[src/rtl/pl_cpu_pkg.sv]
// Shared pipeline-control encodings: FSM state codes and ALU operand forwarding selects.
package pl_cpu_pkg;

    localparam logic [1:0] ST_RUN   = 2'b00;
    localparam logic [1:0] ST_STALL = 2'b01;
    localparam logic [1:0] ST_HALT  = 2'b10;

    typedef enum logic [1:0] {
        FWD_RF    = 2'b00,
        FWD_MEMWB = 2'b01,
        FWD_EXMEM = 2'b10
    } fwd_sel_e;

    // The younger producer (EX/MEM) wins over MEM/WB; x0 is hard-wired zero and never forwards.
    function automatic fwd_sel_e fwd_pick(
        input logic [4:0] src,
        input logic [4:0] mem_rd,
        input logic       mem_reg_write,
        input logic [4:0] wb_rd,
        input logic       wb_reg_write
    );
        if (mem_reg_write && (mem_rd != 5'd0) && (mem_rd == src)) begin
            return FWD_EXMEM;
        end
        if (wb_reg_write && (wb_rd != 5'd0) && (wb_rd == src)) begin
            return FWD_MEMWB;
        end
        return FWD_RF;
    endfunction

endpackage

[src/rtl/hazard_ctrl_forward_unit.sv]
// Combinational ALU operand forwarding selection for the EX stage.
module forward_unit
    import pl_cpu_pkg::*;
(
    input  logic [4:0] ex_rs1,
    input  logic [4:0] ex_rs2,
    input  logic [4:0] mem_rd,
    input  logic       mem_reg_write,
    input  logic [4:0] wb_rd,
    input  logic       wb_reg_write,
    output logic [1:0] fwd_a,
    output logic [1:0] fwd_b
);

    assign fwd_a = fwd_pick(ex_rs1, mem_rd, mem_reg_write, wb_rd, wb_reg_write);
    assign fwd_b = fwd_pick(ex_rs2, mem_rd, mem_reg_write, wb_rd, wb_reg_write);

endmodule

[src/rtl/hazard_ctrl.sv]
// Pipeline hazard controller: load-use stalls, branch flushes, halt freeze, operand forwarding.
// Define HAZARD_PERF_EN to add the saturating stall_cnt/flush_cnt performance counters.
module hazard_ctrl
    import pl_cpu_pkg::*;
#(
    parameter int LOAD_STALL = 1,
    parameter int CNT_W      = 32
) (
    input  logic       clk,
    input  logic       rst_n,
    input  logic [4:0] id_rs1,
    input  logic [4:0] id_rs2,
    input  logic       id_use_rs1,
    input  logic       id_use_rs2,
    input  logic [4:0] ex_rs1,
    input  logic [4:0] ex_rs2,
    input  logic [4:0] ex_rd,
    input  logic       ex_mem_read,
    input  logic [4:0] mem_rd,
    input  logic       mem_reg_write,
    input  logic [4:0] wb_rd,
    input  logic       wb_reg_write,
    input  logic       br_taken,
    input  logic       halt_req,
    output logic       pc_we,
    output logic       if_id_we,
    output logic       if_id_flush,
    output logic       id_ex_flush,
    output logic       ex_mem_flush,
    output logic [1:0] fwd_a,
    output logic [1:0] fwd_b,
    output logic [1:0] state
`ifdef HAZARD_PERF_EN
    ,
    output logic [CNT_W-1:0] stall_cnt,
    output logic [CNT_W-1:0] flush_cnt
`endif
);

    localparam logic [2:0] STALL_INIT = 3'(LOAD_STALL - 1);

    logic [1:0] state_q, state_d;
    logic [2:0] stall_left_q, stall_left_d;
    logic       load_use;
    logic       freeze;

    assign load_use = ex_mem_read && (ex_rd != 5'd0) &&
                      ((id_use_rs1 && (id_rs1 == ex_rd)) || (id_use_rs2 && (id_rs2 == ex_rd)));

    // A halt request freezes fetch in the very cycle it appears, not only once HALT is reached.
    assign freeze = (state_q != ST_RUN) || halt_req || load_use;

    always_comb begin
        state_d      = state_q;
        stall_left_d = stall_left_q;
        pc_we        = 1'b0;
        if_id_we     = 1'b0;
        if_id_flush  = 1'b0;
        id_ex_flush  = 1'b0;
        ex_mem_flush = 1'b0;
        if (!rst_n) begin
            state_d      = ST_RUN;
            stall_left_d = 3'd0;
        end else if (br_taken) begin
            pc_we        = 1'b1;
            if_id_we     = 1'b1;
            if_id_flush  = 1'b1;
            id_ex_flush  = 1'b1;
            ex_mem_flush = 1'b1;
            state_d      = ST_RUN;
            stall_left_d = 3'd0;
        end else begin
            pc_we       = !freeze;
            if_id_we    = !freeze;
            id_ex_flush = freeze;
            case (state_q)
                ST_RUN: begin
                    if (halt_req) begin
                        state_d = ST_HALT;
                    end else if (load_use && (LOAD_STALL > 1)) begin
                        state_d      = ST_STALL;
                        stall_left_d = STALL_INIT;
                    end
                end
                ST_STALL: begin
                    if (halt_req) begin
                        state_d      = ST_HALT;
                        stall_left_d = 3'd0;
                    end else begin
                        stall_left_d = stall_left_q - 3'd1;
                        if (stall_left_q <= 3'd1) begin
                            state_d      = ST_RUN;
                            stall_left_d = 3'd0;
                        end
                    end
                end
                ST_HALT: begin
                    if (!halt_req) begin
                        state_d = ST_RUN;
                    end
                end
                default: begin
                    state_d      = ST_RUN;
                    stall_left_d = 3'd0;
                end
            endcase
        end
    end

    always_ff @(posedge clk or negedge rst_n) begin
        if (!rst_n) begin
            state_q      <= ST_RUN;
            stall_left_q <= 3'd0;
        end else begin
            state_q      <= state_d;
            stall_left_q <= stall_left_d;
        end
    end

    assign state = state_q;

`ifdef HAZARD_PERF_EN
    logic [CNT_W-1:0] stall_cnt_q, flush_cnt_q;

    always_ff @(posedge clk or negedge rst_n) begin
        if (!rst_n) begin
            stall_cnt_q <= '0;
            flush_cnt_q <= '0;
        end else begin
            if (!pc_we && (stall_cnt_q != '1)) begin
                stall_cnt_q <= stall_cnt_q + 1'b1;
            end
            if (br_taken && (flush_cnt_q != '1)) begin
                flush_cnt_q <= flush_cnt_q + 1'b1;
            end
        end
    end

    assign stall_cnt = stall_cnt_q;
    assign flush_cnt = flush_cnt_q;
`endif

    forward_unit u_forward_unit (
        .ex_rs1        (ex_rs1),
        .ex_rs2        (ex_rs2),
        .mem_rd        (mem_rd),
        .mem_reg_write (mem_reg_write),
        .wb_rd         (wb_rd),
        .wb_reg_write  (wb_reg_write),
        .fwd_a         (fwd_a),
        .fwd_b         (fwd_b)
    );

endmodule

[config.mk]
export PLATFORM = sky130hd
export DESIGN_NAME = hazard_ctrl
export DESIGN_NICKNAME = d
export VERILOG_FILES = /design/src/rtl/pl_cpu_pkg.sv /design/src/rtl/hazard_ctrl_forward_unit.sv /design/src/rtl/hazard_ctrl.sv
export SDC_FILE = /design/constraint.sdc
export NUM_CORES = 1
export LEC_CHECK = 0
export CORE_MARGIN = 10
export CORE_UTILIZATION = 25
export DETAILED_ROUTE_END_ITERATION = 10
export GPL_ROUTABILITY_DRIVEN = 0
export HOLD_SLACK_MARGIN = 0.08
export PLACE_DENSITY_LB_ADDON = 0.05
export SLEW_MARGIN = 15
export SYNTH_ARGS = -nofsm -noshare
export SYNTH_HDL_FRONTEND = slang
export SYNTH_HIERARCHICAL = 1
export SYNTH_SLANG_ARGS = --single-unit
export TNS_END_PERCENT = 1
[constraint.sdc]
create_clock -name clk -period 2.7 [get_ports clk]
set_clock_uncertainty 0.1 [all_clocks]
set_input_delay 0.81 -clock clk [delete_from_list [all_inputs] [get_ports clk]]
set_output_delay 0.81 -clock clk [all_outputs]
set_load 0.01 [all_outputs]
==> flow_summary_export.csv <==
group,metric,value,unit
worst_setup_path,cp-end-kind,"output port",
sta,drv_slew,0,
yosys,synth.net_count,106,
global_route,grt_pass1_wl,3800,um
die,io_pins,55,
global_route,grt_pass1_vias,841,
final_layout,largest_register_ff_count,1,
yosys,synth_edf_count,0,
global_route,grt-ovfl-total,0,
yosys,netlist-cell-type-count,22,
sta,setup_viol,7,
worst_setup_path,worstPathRequired,1790,ps
clocking,cts.clk_slew.worst_paths,0,ps
placement,dpl.hpwl,2050,um
sta,fin_ws,-323,ps
final_layout,n_antenna_cell,0,
final_layout,nets,183,
final_layout,fin_cells,164,
power,p_leak,0.000582,uW
detailed_routing,wl_per_cell,14.7,um
yosys,syn_area,505,um2
global_route,gr-usage-all-layers,10.7,%
detailed_routing,m1WireLength,906,um
die,row_count,16,
clocking,hold_buffers,0,
detailed_routing,drt_wl_total,2410,um
yosys,ys_seq_elements,1,
sta,rsz0062_at_grt,"true",
power,power.total,200,uW
worst_setup_path,crit_path_max_fanout,2,
sta,fin_crit_sh,112,%
detailed_routing,drc,0,
worst_setup_path,crit_type,"input port to output port",
sta,fmax,331,MHz
final_layout,synthToLayoutAreaGrowth,152,%
outcome,outcome,"finished with violations",
detailed_routing,wl_met3,187,um
worst_setup_path,crit_family,"simple AND/OR/NAND/NOR gates",
detailed_routing,via_per_inst,4.43,
yosys,synthArstFlopShare,100,%
outcome,violations,"setup timing",
placement,dp_cells,163,
placement,port_buffers,53,
sta,hold_violations,0,
yosys,synth_cells,62,
placement,dpl_worst_slack,-1030,ps
worst_setup_path,worstPathArrival,2110,ps
global_route,grt_max_degree,6,
worst_setup_path,worst_path_max_delay_cell,"or4_4",
power,ir_drop,0.0908,mV
detailed_routing,antenna_left,0,
detailed_routing,drt-pass1-iter-count,3,
yosys,ys.warnings.count,6,
global_route,antenna_found_initial,0,
flow_run,maxCapViolations,0,
power,cellPowerDensity,157,mW/mm2
worst_setup_path,critical_path_buf_inv_count,2,
detailed_routing,routed.top_layer,"met4",
yosys,ys.flop_type,"dfrtp_1",
final_layout,finalCoreUtilization,65.7,%
detailed_routing,wl_met2,1300,um
final_layout,final_cell_mix,"buf_4 (23), dlygate4sd2_1 (17), xnor2_1 (15)",
die,core-area,0.00194,mm2
yosys,avgSynthCellArea,8.15,um2
die,start_util,26.0,%
yosys,synth_seq_area_share,4.95,%
worst_setup_path,worstPathCellList,"buf_6 -> or4_4 -> o21ai_4 -> nor4_4 -> nor4_2 -> buf_2",
die,dieWidth,65.0,um
worst_setup_path,critPathLaunchType,"input port",
sta,finalCriticalPeriod,3020,ps
sta,fin_setup_tns,-1750,ps
min_path,hold_path.class,"input port to asynchronous set/reset pin",
detailed_routing,drt-initial-drc-count,6,
die,die_area,0.00422,mm2
die,die_y,65.0,um
worst_setup_path,slowest_delay,540,ps
detailed_routing,vias,726,
final_layout,layout_commonest_cell,"buf_4",
final_layout,drive_gt1_share,43.8,%
synthesized netlist by cell type, drive strengths merged (2+ instances only):
cell type  number  share of area [%]
xor2           12                 21
o31ai           2                3.0
and2            2                2.5
nand4           2                2.5
xnor2          18                 31
nand2           2                1.5
o21ai           2                2.7
buf             3                4.5
or4             3                4.5
nand3           2                2.0
nor4            6                 11
repair_timing:
action                                 4_1_cts  5_1_grt
buffers inserted                             0        1
endpoints found under the hold margin        0        0
pin swaps                                   16        3
gates resized for setup                     99       13
setup endpoints to repair                    9        9
final cells by class:
type / count / area (um2)
fill: 188 / 667
timing repair buffer: 78 / 648
multi-input combinational: 57 / 564
tap: 27 / 33.8
sequential: 1 / 25.0
inverter: 1 / 3.75
cells by family after synthesis:
family                    synth area share (%)
AOI/OAI and AO/OA                         10.9
xor gates and xnor gates                  52.0
DFF                                       4.95
and+or+nand+nor                           26.2
other                                    0.742
buffers and inverters                     5.20
path summary, 6_finish.rpt:
check                           from  slack (ps)  cells past startpoint              endpoint
worst max-delay path       mem_rd[2]        -320                      6              fwd_b[0]
worst min-delay path           rst_n        1000                      2  state[1]$_DFFE_PN0P_
max in group asynchronous      rst_n        1410                      2  state[1]$_DFFE_PN0P_
min in group clk               rst_n        1310                      3  state[1]$_DFFE_PN0P_
metrics by stage:
stage | instance area, um2 | hold slack [ps]
6_report | 1270 | 1000
5_1_grt | 1270 | 1040
4_1_cts | 1240 | 1010
3_5_place_dp | 1230 | 1010
3_3_place_gp | 1230 | 1000
2_1_floorplan | 505 | 414
power breakdown:
group / total (uW) / switching, uW / leakage [uW] / internal [uW]
combinational: 183 / 75.6 / 0.000569 / 108
sequential: 16.3 / 0.452 / 0.0000135 / 15.8
clock: 0 / 0 / 0 / 0
metal layers:
metal  up-vias  global-route usage (%)
li1        371                       -
met1       323                    11.9
met2        30                    20.4
met3         2                    2.58
met4         0                   0.802
met5         -                       0
Power figures use the tool's default switching activity.
